===== config.mk =====
export PLATFORM = sky130hd
export DESIGN_NAME = hub_sys
export DESIGN_NICKNAME = d
export VERILOG_FILES = /design/src/rtl/hub_pkg.sv /design/src/rtl/hub_ffz.sv /design/src/rtl/hub_sys.sv
export SDC_FILE = /design/constraint.sdc
export NUM_CORES = 1
export LEC_CHECK = 0
export BUFFER_PORTS_ARGS = -buffer_cell sky130_fd_sc_hd__buf_4
export CAP_MARGIN = 5
export CORE_UTILIZATION = 35
export DETAILED_ROUTE_END_ITERATION = 6
export PLACE_DENSITY = 0.54
export SYNTH_ARGS = -nofsm -noshare
export SYNTH_HDL_FRONTEND = slang
export SYNTH_SLANG_ARGS = --single-unit

===== constraint.sdc =====
create_clock -name clk_cog -period 5.85 [get_ports clk_cog]
set_input_delay 1.755 -clock clk_cog [delete_from_list [all_inputs] [get_ports clk_cog]]
set_output_delay 1.755 -clock clk_cog [all_outputs]
set_load 0.02 [all_outputs]

===== src/rtl/hub_pkg.sv =====
// Shared definitions for the hub system block.
// Holds the system-request opcode encoding, the operand field positions
// (id, newx, start pointer) and a small index-width helper.
package hub_pkg;

  typedef enum logic [2:0] {
    OP_CLKSET  = 3'b000,
    OP_COGID   = 3'b001,
    OP_COGINIT = 3'b010,
    OP_COGSTOP = 3'b011,
    OP_LOCKNEW = 3'b100,
    OP_LOCKRET = 3'b101,
    OP_LOCKSET = 3'b110,
    OP_LOCKCLR = 3'b111
  } hub_op_e;

  localparam int ID_LSB   = 0;
  localparam int ID_MSB   = 4;
  localparam int NEWX_BIT = 5;
  localparam int PTR_LSB  = 6;
  localparam int PTR_MSB  = 31;
  localparam int PTR_W    = PTR_MSB - PTR_LSB + 1;
  localparam int CFG_W    = 8;
  localparam int RSP_Q_W  = 5;

  // Index width for a set of n items; never below one bit.
  function automatic int idx_w(input int n);
    return (n > 1) ? $clog2(n) : 1;
  endfunction

endpackage


===== src/rtl/hub_ffz.sv =====
// Lowest-free encoder.
// Ports:
//   vec  in  W   enable bits (1 = in use)
//   idx  out IW  lowest index whose bit is 0 (0 when none)
//   all  out 1   high when every bit of vec is 1
module hub_ffz
  import hub_pkg::*;
#(
  parameter int W  = 8,
  parameter int IW = idx_w(W)
) (
  input  logic [W-1:0]  vec,
  output logic [IW-1:0] idx,
  output logic          all
);

  // Scan from the top so the last hit taken is the lowest free index.
  always_comb begin
    idx = '0;
    all = 1'b1;
    for (int i = W - 1; i >= 0; i--) begin
      if (!vec[i]) begin
        idx = IW'(i);
        all = 1'b0;
      end
    end
  end

endmodule


===== src/rtl/hub_sys.sv =====
// Hub system-request unit: rotates the hub slot among cogs, accepts one
// system request per slot from the slot owner, and executes it one slot
// later (cog start/stop, lock allocation/set/clear, clock config).
// Ports:
//   clk_cog  clock;  res  async active-high reset
//   ena_bus  slot advance strobe; bus_sel one-hot slot owner
//   req_e/req_op/req_d   request from the slot owner
//   rsp_q/rsp_c/rsp_ack  result id, flag, one-hot completion
//   cog_ena  cog run enables; ptr_w/ptr_d start-pointer write; cfg clock config
module hub_sys
  import hub_pkg::*;
#(
  parameter int NCOG    = 8,
  parameter int NLOCK   = 8,
  parameter bit OWN_REL = 1'b1
) (
  input  logic                 clk_cog,
  input  logic                 res,
  input  logic                 ena_bus,
  output logic [NCOG-1:0]      bus_sel,
  input  logic                 req_e,
  input  logic [2:0]           req_op,
  input  logic [31:0]          req_d,
  output logic [RSP_Q_W-1:0]   rsp_q,
  output logic                 rsp_c,
  output logic [NCOG-1:0]      rsp_ack,
  output logic [NCOG-1:0]      cog_ena,
  output logic [NCOG-1:0]      ptr_w,
  output logic [PTR_W-1:0]     ptr_d,
  output logic [CFG_W-1:0]     cfg
);

  localparam int CW = idx_w(NCOG);
  localparam int LW = idx_w(NLOCK);

  function automatic logic [CW-1:0] enc_oh(input logic [NCOG-1:0] oh);
    enc_oh = '0;
    for (int i = 0; i < NCOG; i++) begin
      if (oh[i]) enc_oh = enc_oh | CW'(i);
    end
  endfunction

  logic                vld_p1, vld_p2;
  hub_op_e             op_p1;
  logic [31:0]         d_p1;
  logic [CW-1:0]       rid_p1, rid_p2;
  logic [PTR_W-1:0]    ptr_p2;

  logic [NCOG-1:0]     cog_e, cog_e_n, cog_ena_r, ptr_w_n;
  logic [NLOCK-1:0]    lock_e, lock_e_n, lock_st, lock_st_n;
  logic [CW-1:0]       owner   [NLOCK];
  logic [CW-1:0]       owner_n [NLOCK];
  logic [CFG_W-1:0]    cfg_n;
  logic [RSP_Q_W-1:0]  rsp_q_n;
  logic                rsp_c_n;

  logic [CW-1:0]       cog_free, cog_id, cog_tgt;
  logic                cog_all, newx;
  logic [LW-1:0]       lock_free, lock_id;
  logic                lock_all, lock_ok;

  hub_ffz #(.W(NCOG))  u_ffz_cog  (.vec(cog_e),  .idx(cog_free),  .all(cog_all));
  hub_ffz #(.W(NLOCK)) u_ffz_lock (.vec(lock_e), .idx(lock_free), .all(lock_all));

  // Slot rotation
  always_ff @(posedge clk_cog or posedge res) begin
    if (res)          bus_sel <= NCOG'(1);
    else if (ena_bus) bus_sel <= {bus_sel[NCOG-2:0], bus_sel[NCOG-1]};
  end

  // Stage p1: capture request from the current slot owner
  always_ff @(posedge clk_cog or posedge res) begin
    if (res)          vld_p1 <= 1'b0;
    else if (ena_bus) vld_p1 <= req_e;
  end

  always_ff @(posedge clk_cog) begin
    if (ena_bus) begin
      op_p1  <= hub_op_e'(req_op);
      d_p1   <= req_d;
      rid_p1 <= enc_oh(bus_sel);
    end
  end

  // Execute: next state for the captured request
  always_comb begin
    cog_id  = d_p1[ID_LSB +: CW];
    lock_id = d_p1[ID_LSB +: LW];
    lock_ok = (32'(lock_id) < NLOCK);
    newx    = d_p1[NEWX_BIT];
    cog_tgt = newx ? cog_free : cog_id;

    cog_e_n   = cog_e;
    lock_e_n  = lock_e;
    lock_st_n = lock_st;
    owner_n   = owner;
    cfg_n     = cfg;
    rsp_q_n   = rsp_q;
    rsp_c_n   = rsp_c;
    ptr_w_n   = '0;

    if (vld_p1) begin
      rsp_q_n = '0;
      // Default flag is the "all busy" of the class chosen by op[2]; this
      // also yields rsp_c=1 for a COGINIT newx that finds no free cog.
      rsp_c_n = op_p1[2] ? lock_all : cog_all;
      case (op_p1)
        OP_CLKSET:  cfg_n = d_p1[CFG_W-1:0];
        OP_COGID:   rsp_q_n = RSP_Q_W'(rid_p1);
        OP_COGINIT: begin
          if (!(newx && cog_all)) begin
            cog_e_n[cog_tgt] = 1'b1;
            ptr_w_n[cog_tgt] = 1'b1;
            rsp_q_n          = RSP_Q_W'(cog_tgt);
          end
        end
        OP_COGSTOP: begin
          cog_e_n[cog_id] = 1'b0;
          if (OWN_REL) begin
            for (int i = 0; i < NLOCK; i++) begin
              if (owner[i] == cog_id) lock_e_n[i] = 1'b0;
            end
          end
        end
        OP_LOCKNEW: begin
          rsp_q_n = RSP_Q_W'(lock_free);
          if (!lock_all) begin
            lock_e_n[lock_free] = 1'b1;
            owner_n[lock_free]  = rid_p1;
          end
        end
        OP_LOCKRET: begin
          if (lock_ok) lock_e_n[lock_id] = 1'b0;
        end
        OP_LOCKSET, OP_LOCKCLR: begin
          if (lock_ok) begin
            rsp_c_n            = lock_st[lock_id];
            lock_st_n[lock_id] = ~op_p1[0];
          end
        end
      endcase
    end
  end

  // Stage p2: commit state and register the response
  always_ff @(posedge clk_cog or posedge res) begin
    if (res) begin
      vld_p2    <= 1'b0;
      cog_e     <= NCOG'(1);
      cog_ena_r <= '0;
      lock_e    <= '0;
      lock_st   <= '0;
      for (int i = 0; i < NLOCK; i++) owner[i] <= '0;
      cfg       <= '0;
      rsp_q     <= '0;
      rsp_c     <= 1'b0;
      ptr_w     <= '0;
    end else begin
      // Strobe lasts exactly one clock regardless of ena_bus.
      ptr_w <= ena_bus ? ptr_w_n : '0;
      if (ena_bus) begin
        vld_p2    <= vld_p1;
        cog_ena_r <= cog_e;
        cog_e     <= cog_e_n;
        lock_e    <= lock_e_n;
        lock_st   <= lock_st_n;
        owner     <= owner_n;
        cfg       <= cfg_n;
        rsp_q     <= rsp_q_n;
        rsp_c     <= rsp_c_n;
      end
    end
  end

  always_ff @(posedge clk_cog) begin
    if (ena_bus) begin
      rid_p2 <= rid_p1;
      ptr_p2 <= d_p1[PTR_MSB:PTR_LSB];
    end
  end

  // A cog being (re)started is held off while its start pointer is written.
  assign cog_ena = cog_ena_r & ~ptr_w;
  assign rsp_ack = vld_p2 ? (NCOG'(1) << rid_p2) : '0;
  assign ptr_d   = ptr_p2;

endmodule


### Word-level counts from Yosys, hierarchy flattened

Index checks and enable logic that the tools add are counted.

* memories kept: 0
* bits in writable memories: 0
* logic and storage cells: 171
* bits of input ports: 39
* bits in latches: 0
* flip-flop bits (word level): 155
* output and inout bits: 72
* bits in read-only memories: 0

* bitwise logic cells: 10
* shifts and indexed selects: 1
* div/mod/pow operators: 0
* multiplexer cells: 70
* equal/unequal tests: 25
* multiply operators: 0
* order comparisons: 8
* reductions and logical operators: 24
* add/sub/neg operators: 0

Operators with widths (count)
* 2-to-1 mux 3 bit: 19
* 2-to-1 mux 8 bit: 7
* AND reduction 5 bit: 8
* 2-to-1 mux 1 bit: 32
* AND 8 bit: 3
* bitwise mux 24 bit: 1
* == test 3 bit: 8
* case mux 8 bit (3 select lines): 1
* inequality test 2 bit (second input constant): 10
* inverter 8 bit: 2
* bitwise OR 8 bit: 2
* case mux 8 bit (2 select lines): 1
* == test 3 bit (second input constant): 4
* < comparator 3 x 4 -> 1 bit (second input constant): 3
* demux 1 bit (select 3 bit): 3
* demux 3 bit (select 3 bit): 1
* greater-or-equal comparator 3 x 1 -> 1 bit (second input constant): 3
* case mux 3 bit (3 select lines): 1
* bitwise mux 8 bit: 1
* AND reduction 4 bit: 2
* << shifter 1 x 3 -> 8 bit (first input constant): 1
* == test 3 x 2 -> 1 bit (second input constant): 2
* AND reduction 3 bit: 2
* logical AND 1 bit: 5
* other kinds (13): 16

### Longest topological paths before layout

Gate-level depths: netlist (run 1).

* depth after elaboration: 17
* mapped depth: 7

### By module

A second synthesis (run 1) with hierarchy kept.

* cell total of the unflattened synthesis: 447
* area, all modules: 6309.8 um^2

By module, submodules not included
* hub_sys: cells each 421, times used 1, sequential area each 4166.5 um^2, area an instance 6159.7 um^2
* hub_ffz: cells each 13, times used 2, sequential area each 0.0 um^2, area an instance 75.1 um^2

### Least setup slack after synthesis (run 1)

No wires, ideal clock.

* kind: input to register
* start point: input ena_bus
* end point: register cfg[0]
* data arrival time: 2.842 ns
* stages on the path: 3
* setup slack: 2.884 ns
* cells stage by stage: nand2_1 -> nor4_2 -> mux2_2

* cells in the longest elaborated chain, start to end: 1

RTL lines
* start: declaration: RTL line hub_sys.sv:19 `input logic ena_bus,`
* AND reduction 3 bit (no line)
* end signal: assignment: RTL line hub_sys.sv:168 `cfg <= cfg_n;`
* end: declaration: RTL line hub_sys.sv:30 `output logic [CFG_W-1:0] cfg`

Every way passes these cells.
A chain may end at the register's enable or synchronous reset.

### Worst setup path after layout (run 1)

* start point: register rid_p2[0]
* end point: output rsp_ack[0]

* cells in the longest elaborated chain, start to end: 2

RTL lines
* start: declaration: RTL line hub_sys.sv:46 `logic [CW-1:0] rid_p1, rid_p2;`
* start signal: assignment: RTL line hub_sys.sv:177 `rid_p2 <= rid_p1;`
* << shifter 1 x 3 -> 8 bit: RTL line hub_sys.sv:184 `assign rsp_ack = vld_p2 ? (NCOG'(1) << rid_p2) : '0;`
* 2-to-1 mux 8 bit: RTL line hub_sys.sv:184
* end: declaration: RTL line hub_sys.sv:26 `output logic [NCOG-1:0] rsp_ack,`

Every way passes these cells.

==> results of run 1 <==
-- worst paths after layout --
check	from	to	slack, ns
min	d_p1[20]$_DFFE_PP_	ptr_d[14]$_DFFE_PP_	0.42
min reg2reg	d_p1[20]$_DFFE_PP_	ptr_d[14]$_DFFE_PP_	0.42
min in group asynchronous	res	bus_sel[2]$_DFFE_PP0P_	1.44
max	rid_p2[0]$_DFFE_PP_	rsp_ack[0]	2.72
max in group asynchronous	res	owner[1]$_DFFE_PP0P_	3.39
max reg2reg	op_p1[0]$_DFFE_PP_	owner[7]$_DFFE_PP0P_	3.46
-- worst reg2reg max path, stage by stage (launching register included) --
cell and delay [ns]:
edfxtp_1 0.68, or3b_4 0.57, nor2_2 0.15, nand2_1 0.13, a211oi_2 0.35, mux2_2 0.39
-- per-stage QoR --
| step | util | hold WS [ns] | cells |
|---|---|---|---|
| after floorplan | - | 0.400 | 470 |
| final | 0.446 | 0.418 | 824 |
| after global routing | 0.446 | 0.422 | 824 |
| after CTS | 0.446 | 0.420 | 824 |
| after global placement | 0.415 | 0.401 | 792 |
| after detailed placement | 0.415 | 0.405 | 792 |
-- metal layers --
layer | up-vias | share of wire | GRT usage
met1 | 2065 | 0.41 | 0.196
li1 | 1961 | - | -
met4 | 0 | 0.022 | 0.0684
met5 | - | 0 | 0
met2 | 128 | 0.49 | 0.251
met3 | 23 | 0.074 | 0.0556
-- power breakdown --
group          internal [W]  leakage, nW  switching (W)  total [W]
combinational      0.000178         1.26       0.000209   0.000386
clock              0.000560        0.277       0.000476    0.00104
sequential          0.00124         1.82      0.0000969    0.00134
total               0.00198         3.35       0.000781    0.00276
-- layout make-up --
cell class                 count  area share
inverter                       8     0.00391
clock buffer                  17      0.0531
multi-input combinational    291       0.267
clock inverter                15      0.0163
sequential                   153       0.520
tap                          229      0.0358
timing repair buffer         111       0.104
-- sequential cells by signal, summed over array words and instances (netlist names), 8 cells and up --
name	cells
lock_st	8
lock_e	8
cog_e	8
d_p1	32
ptr_w	8
bus_sel	8
owner	24
cog_ena_r	8
ptr_d	26
cfg	8
-- synth_stat cells (6+ instances only) --
cell and instances:
o21ai_0 35, nor3_1 9, dfrtp_1 84, inv_1 8
nor2_1 25, nand2b_1 10, nand2_1 26, a31oi_1 17
buf_2 7, o31ai_1 7, nand3_1 9, a21oi_1 6
mux2_2 51, nor2b_1 12, xnor2_1 25, edfxtp_1 67
-- cells in the final DEF (no fill, tap or decap), types with 4 or more instances in the layout --
cell	Yosys	routed
nand2b_1	10	10
clkbuf_16	0	17
o31ai_1	7	7
inv_6	0	6
nor2b_1	12	12
dfrtp_1	84	84
a21oi_1	6	6
nand3_1	9	9
xnor2_1	25	25
nor2_1	25	25
inv_8	0	4
buf_4	3	111
a31oi_1	17	17
edfxtp_1	67	67
mux2_2	51	51
o21ai_0	35	35
nand2_1	26	26
inv_1	8	7
nor3_1	9	9
-- kinds of logic after synthesis --
group                  Yosys count  synth area share
multiplexers                    55            0.0996
other                            1          0.000583
AO/OA/AOI/OAI                   87            0.0850
XOR/XNOR                        25            0.0341
buffers and inverters           26            0.0206
flip-flops                     153             0.648
AND/OR/NAND/NOR                122             0.112
==> flow_summary.toml, run 1 <==
[run_status]
status = "complete, no violations"

[finish]
multi_input_area_sq_um = 2130
area_delta_synth_final_pct = 24.5
drive_gt1_frac = 0.366
fill_cells = 1649
nets = 621
diodes = 0
stdcell_area_sq_um = 8010
seqCellArea_sq_um = 4170

[die]
coreArea_sq_um = 18000
num_rows = 49
start_util = 0.358
io_pins = 111
die_w_um = 138
die-area_sq_um = 18900
die_h_um = 138

[clock_network]
cts.clk_slew.worst_paths_ns = 0.06
cts_num_sinks = 153
clock-root-buffer = "clkbuf_16"
htree_levels = 4
cts_buffers = 17
cts_tree = "built"
clk_path_buf_depth = 2
hold_buffers = 0
ctsResizeCount = 0
insertion_delay_ns = 0.43
cts_setup_buffers = 0

[synthesis]
yosys_warnings = 0
ys_ff_latch = 153
synth_top_area_frac = 0.327
ys_seq_area_frac = 0.648
synthCells = 469
synth.distinct_cells = 59
ys.flop_type = "dfrtp_1"
synth-edff-count = 67
synth_area_sq_um = 6430
synthArstFlopShare = 0.562
synth_top_cells_by_area = "dfrtp_1, edfxtp_1, mux2_2"
syn_area_per_cell_sq_um = 13.7
yosys.area.top_type = "dfrtp_1"

[route]
drt_wl_total_mm = 14.1
routedWlPerCell_um = 17.1
via_per_inst = 5.07
drc_errors = 0
vias = 4177
dr.pass1.iters = 5
ant_nets = 0
drt_iter0_drc = 241

[grt]
grt_max_degree = 73
grt_pass1_vias = 4234
antenna_found_initial = 0
grt_pass1_wl_mm = 22.3
grtUsageTotal = 0.159
grt_overflow = 0

[worst_setup_path]
cp.required_ns = 4.09
start_kind = "register"
path_buf_inv = 1
worstPathArrival_ns = 1.38
cp_slowest_cell = "edfxtp_1"
path_class = "register to primary output"
path_delay_family = "simple AND/OR/NAND/NOR gates"
crit_chain = "nand2b_1, nor3_1, buf_4"
worstPathMaxFanout = 4
cp-end-kind = "primary output"
r2r_cells = 5
path_depth = 3
cp_slowest_stage_delay_ns = 0.38

[sta]
finalSetupViolCount = 0
timing.final.ws_setup_ns = 2.72
slew_violations = 0
period_needed_ns = 3.13
min_period_over_period = 0.536
tns_ns = 0
max-slew-margin-rel = 0.392
max_freq_mhz = 319
skew_ns = 0.00621
worst_slew_pin_slew_ns = 0.913
finalHoldViolCount = 0
grt_setup_unrepaired = "no"

[placed_design]
placed_area_sq_um = 7450
gp_congestion = 0.900
place_ws_ns = 2.28
port_buffers = 108
dp_hpwl_mm = 9.75

[worst_hold_path]
hold_path.class = "register to register"
whs_path_depth = 0

[power_and_ir_drop]
finalPower_w = 0.00276
p_per_area_nw_per_um2 = 344
p_leak_nw = 3.35
ir_worst_vdd_v = 0.000194

[flow_run]
max-cap-violations = 0
Power figures use the tool's default switching activity.
==> inputs of run 2 (changes only) <==
--- a/config.mk
+++ b/config.mk
@@ -9,7 +9,7 @@
 export CAP_MARGIN = 5
 export CORE_UTILIZATION = 35
 export DETAILED_ROUTE_END_ITERATION = 6
-export PLACE_DENSITY = 0.54
+export PLACE_DENSITY = 0.56
 export SYNTH_ARGS = -nofsm -noshare
 export SYNTH_HDL_FRONTEND = slang
 export SYNTH_SLANG_ARGS = --single-unit
==> constraint.sdc (replaced) <==
create_clock -name clk_cog -period 2.8 [get_ports clk_cog]
set_input_delay 0.84 -clock clk_cog [delete_from_list [all_inputs] [get_ports clk_cog]]
set_output_delay 0.84 -clock clk_cog [all_outputs]
set_load 0.02 [all_outputs]
==> run 2 against run 1 <==
Combinational power grew 110%; via count up 0.72%; highest routed layer unchanged; non-clock buffer count is 5 higher; hold slack lost 0.0018 ns; flip-flop and latch count stayed put; critical endpoint is now rsp_ack[5].
==> flow_summary.toml, run 2 (same netlist as run 1, synthesis figures left out) <==
[sta]
max_freq_mhz = 461
slew_violations = 0
period_needed_ns = 2.17
grt_setup_unrepaired = "no"
tns_ns = 0
max-slew-margin-rel = 0.282
skew_ns = 0.00540
finalHoldViolCount = 0
min_period_over_period = 0.774
worst_slew_pin_slew_ns = 1.08
finalSetupViolCount = 0

[die]
die_w_um = 138
num_rows = 49
io_pins = 111
coreArea_sq_um = 18000
start_util = 0.358
die_h_um = 138
die-area_sq_um = 18900

[finish]
mostFrequentLayoutCells = "buf_4, dfrtp_1, edfxtp_1, mux2_2, o21ai_0"
largest_reg_flops = 32
final_common_cell = "buf_4"
seqCellArea_sq_um = 4170
fill_cells = 1645
nets = 626
drive_gt1_frac = 0.370
stdcell_area_sq_um = 8070
area_delta_synth_final_pct = 25.5
multi_input_area_sq_um = 2130
top_register = "d_p1"
diodes = 0

[clock_network]
clock-root-buffer = "clkbuf_16"
htree_levels = 4
cts.clk_slew.worst_paths_ns = 0.06
cts_buffers = 17
cts_tree = "built"
cts_setup_buffers = 0
cts_num_sinks = 153
hold_buffers = 0
ctsResizeCount = 0
insertion_delay_ns = 0.42
clk_path_buf_depth = 2

[route]
drt_iter0_drc = 344
routedWlPerCell_um = 16.9
dr.pass1.iters = 4
via_per_inst = 5.07
ant_nets = 0
vias = 4207
drc_errors = 0
drt_wl_total_mm = 14.0

[worst_hold_path]
hold_path.class = "register to register"
whs_path_depth = 0

[placed_design]
port_buffers = 108
gp_congestion = 0.895
dp_hpwl_mm = 9.73
placed_area_sq_um = 7500

[power_and_ir_drop]
ir_worst_vdd_v = 0.000466
p_per_area_nw_per_um2 = 716
p_leak_nw = 3.36

[worst_setup_path]
path_class = "register to primary output"
worstPathArrival_ns = 1.33
r2r_cells = 5
cp.required_ns = 1.96
start_kind = "register"
cp-end-kind = "primary output"
worstPathMaxFanout = 5

[grt]
grtUsageTotal = 0.157
grt_overflow = 0
grt_pass1_vias = 4201
grt_max_degree = 87
grt_pass1_wl_mm = 22.1
antenna_found_initial = 0

[run_status]
status = "complete, no violations"

[flow_run]
max-cap-violations = 0
-- run 2: cell count changes in the layout (fill, tap and decap cells not counted) --
cell / previous run / this run
inv_8: 4 / 1
clkinv_1: 0 / 1
clkinv_4: 2 / 1
clkinvlp_2: 1 / 0
buf_4: 111 / 115
bufinv_16: 0 / 1
buf_12: 0 / 1
clkinvlp_4: 0 / 6
inv_6: 6 / 5
clkinv_2: 3 / 1
-- run 2: final cells by class --
class                      instances  share of cell area
clock buffer                      17              0.0527
clock inverter                    15              0.0174
inverter                           8             0.00419
multi-input combinational        291               0.264
sequential                       153               0.516
tap                              229              0.0355
timing repair buffer             116               0.109
-- run 2: metal layers --
metal	global-route usage	wire (um)	part of all wire	vias up
met3	0.0648	1260	0.090	15
met1	0.193	5620	0.40	2086
met5	0	0	0	-
met2	0.246	6910	0.49	141
li1	-	-	-	1965
met4	0.0580	182	0.013	0
-- run 2: worst paths after layout --
| check | start | end | slack (ns) |
|---|---|---|---|
| max | rid_p2[1]$_DFFE_PP_ | rsp_ack[5] | 0.63 |
| min | d_p1[31]$_DFFE_PP_ | ptr_d[25]$_DFFE_PP_ | 0.42 |
| max reg2reg | op_p1[1]$_DFFE_PP_ | owner[6]$_DFFE_PP0P_ | 0.65 |
| min reg2reg | d_p1[31]$_DFFE_PP_ | ptr_d[25]$_DFFE_PP_ | 0.42 |
| max in group asynchronous | res | bus_sel[0]$_DFFE_PP1P_ | 1.87 |
| min in group asynchronous | res | ptr_w[2]$_DFF_PP0_ | 0.55 |
-- run 2: metrics by stage --
stage / utilization / instances / power [W] / worst slack, ns / hold slack (ns)
global route: 0.449 / 829 / 0.00606 / 0.525 / 0.428
detailed placement: 0.418 / 797 / 0.00365 / 0.430 / 0.405
finish: 0.449 / 829 / 0.00578 / 0.632 / 0.417
floorplan: - / 470 / 0.00329 / 0.749 / 0.400
global placement: 0.418 / 797 / 0.00363 / 0.465 / 0.401
CTS: 0.449 / 829 / 0.00586 / 0.594 / 0.419
-- run 2: worst max-delay path, cell delays in order (launching register included) --
cell and delay [ns]:
edfxtp_1 0.45, nand2b_1 0.20, nor2_1 0.12, buf_4 0.15
-- run 2: power by group --
group	switching, W	internal (W)
sequential	0.000189	0.00259
clock	0.000944	0.00124
combinational	0.000444	0.000379
==> inputs of run 3 (changes only) <==
--- a/config.mk
+++ b/config.mk
@@ -9,7 +9,7 @@
 export CAP_MARGIN = 5
 export CORE_UTILIZATION = 35
 export DETAILED_ROUTE_END_ITERATION = 6
-export PLACE_DENSITY = 0.56
+export PLACE_DENSITY = 0.54
 export SYNTH_ARGS = -nofsm -noshare
 export SYNTH_HDL_FRONTEND = slang
 export SYNTH_SLANG_ARGS = --single-unit
==> constraint.sdc (replaced) <==
create_clock -name clk_cog -period 2.15 [get_ports clk_cog]
set_input_delay 0.645 -clock clk_cog [delete_from_list [all_inputs] [get_ports clk_cog]]
set_output_delay 0.645 -clock clk_cog [all_outputs]
set_load 0.02 [all_outputs]
==> run 3 against run 2 <==
Register-to-register slack lost 0.56 ns; sequential power grew 29%; critical path depth is 2 higher; largest cell class unchanged; largest power group unchanged.
==> flow_summary.toml, run 3 (same netlist as run 1, synthesis figures left out) <==
[flow_run]
max-cap-violations = 0

[sta]
min_period_over_period = 0.958
holdWs_ns = 0.346
finalHoldViolCount = 0
finalSetupViolCount = 0
slew_violations = 0
skew_ns = 0.0124
max-slew-margin-rel = 0.490
max_freq_mhz = 486
worst_slew_pin_slew_ns = 0.765
period_needed_ns = 2.06
tns_ns = 0
grt_setup_unrepaired = "no"

[grt]
grt_pass1_wl_mm = 23.1
grt_pass1_vias = 4215
grtUsageTotal = 0.165
grt_overflow = 0
grt_max_degree = 87
antenna_found_initial = 0

[placed_design]
gp_congestion = 0.893
port_buffers = 108
dp_hpwl_mm = 10.1

[worst_setup_path]
cp_slowest_stage_delay_ns = 0.56
worstPathMaxFanout = 10
start_kind = "register"
r2r-start = "lock_e[1]$_DFFE_PP0P_"
path_class = "register to register"
cp-startpoint = "lock_e[1]$_DFFE_PP0P_"
cp.required_ns = 2.43
path_buf_inv = 0
worstPathArrival_ns = 2.34
crit_chain = "nand4_1, or3_1, o22ai_1, a31oi_1, o21ai_0"
cp_slowest_cell = "dfrtp_1"
cp-end-kind = "register"
path_delay_family = "simple AND/OR/NAND/NOR gates"

[die]
io_pins = 111
start_util = 0.358
die_w_um = 138
num_rows = 49
die-area_sq_um = 18900
coreArea_sq_um = 18000
die_h_um = 138

[clock_network]
hold_buffers = 0
insertion_delay_ns = 0.42
cts.clk_slew.worst_paths_ns = 0.06
cts_num_sinks = 153
ctsResizeCount = 0
cts_buffers = 17
cts_setup_buffers = 0
clk_path_buf_depth = 2
clock-root-buffer = "clkbuf_16"
cts_tree = "built"
htree_levels = 4

[run_status]
status = "complete, no violations"

[power_and_ir_drop]
p_per_area_nw_per_um2 = 951
ir_worst_vdd_v = 0.000522
p_leak_nw = 3.46

[route]
vias = 4227
ant_nets = 0
drt_iter0_drc = 274
m1WireLength_mm = 6.29
met3WireLength_mm = 1.14
dr_wl_met2_mm = 6.86
highest_layer = "met4"
drt_wl_total_mm = 14.4
drc_errors = 0
via_per_inst = 5.02
dr.pass1.iters = 5
routedWlPerCell_um = 17.1

[finish]
diodes = 0
nets = 639
mostFrequentLayoutCells = "buf_4, dfrtp_1, edfxtp_1, mux2_2, o21ai_0"
largest_reg_flops = 32
drive_gt1_frac = 0.383
final_common_cell = "buf_4"
fill_cells = 1614
area_delta_synth_final_pct = 28.0
top_register = "d_p1"

[worst_hold_path]
hold_path.class = "input pin to async pin"
[run 3: final timing paths]
| check | end | slack [ns] | depth (start not counted) |
|---|---|---|---|
| max | rsp_c$_DFFE_PP0P_ | 0.09 | 5 |
| min | cog_ena_r[2]$_DFFE_PP0P_ | 0.35 | 3 |
| max reg2reg | rsp_c$_DFFE_PP0P_ | 0.09 | 5 |
| min reg2reg | ptr_d[16]$_DFFE_PP_ | 0.42 | 0 |
| max in group asynchronous | owner[10]$_DFFE_PP0P_ | 1.42 | 3 |
| min in group clk_cog | d_p1[27]$_DFFE_PP_ | 0.39 | 1 |
[run 3: where the power goes]
group	internal [W]	switching, W
Combinational	0.000528	0.000614
Clock	0.00185	0.00123
Sequential	0.00337	0.000234
Total	0.00575	0.00208
[run 3: routing by layer]
metal,GRT usage,up-vias
met5,0,-
met2,0.249,131
met3,0.0648,11
li1,-,2003
met1,0.214,2082
met4,0.0580,0
[run 3: metrics by stage]
stage	power, W	cells	util	cell area [sq um]	setup WS [ns]
2_1_floorplan	0.00429	470	-	6440	0.245
3_3_place_gp	0.00479	810	0.424	7610	0.184
3_5_place_dp	0.00481	810	0.424	7610	0.150
4_1_cts	0.00794	842	0.458	8230	0.117
5_1_grt	0.00818	842	0.458	8230	0.0264
6_report	0.00783	842	0.458	8230	0.0904
[run 3: area by class of cell]
class / count / area [sq um] / share of cell area
Clock buffer: 17 / 425 / 0.0517
Clock inverter: 15 / 190 / 0.0231
Inverter: 8 / 33.8 / 0.00410
Multi-Input combinational cell: 291 / 2130 / 0.259
Sequential cell: 153 / 4170 / 0.506
Tap cell: 229 / 287 / 0.0348
Timing Repair Buffer: 129 / 993 / 0.121
[run 3: worst reg2reg max path, stage by stage, from the launching register on]
cell     delay (ns)
dfrtp_1        0.56
nand4_1        0.31
or3_1          0.48
o22ai_1        0.17
a31oi_1        0.05
o21ai_0        0.36
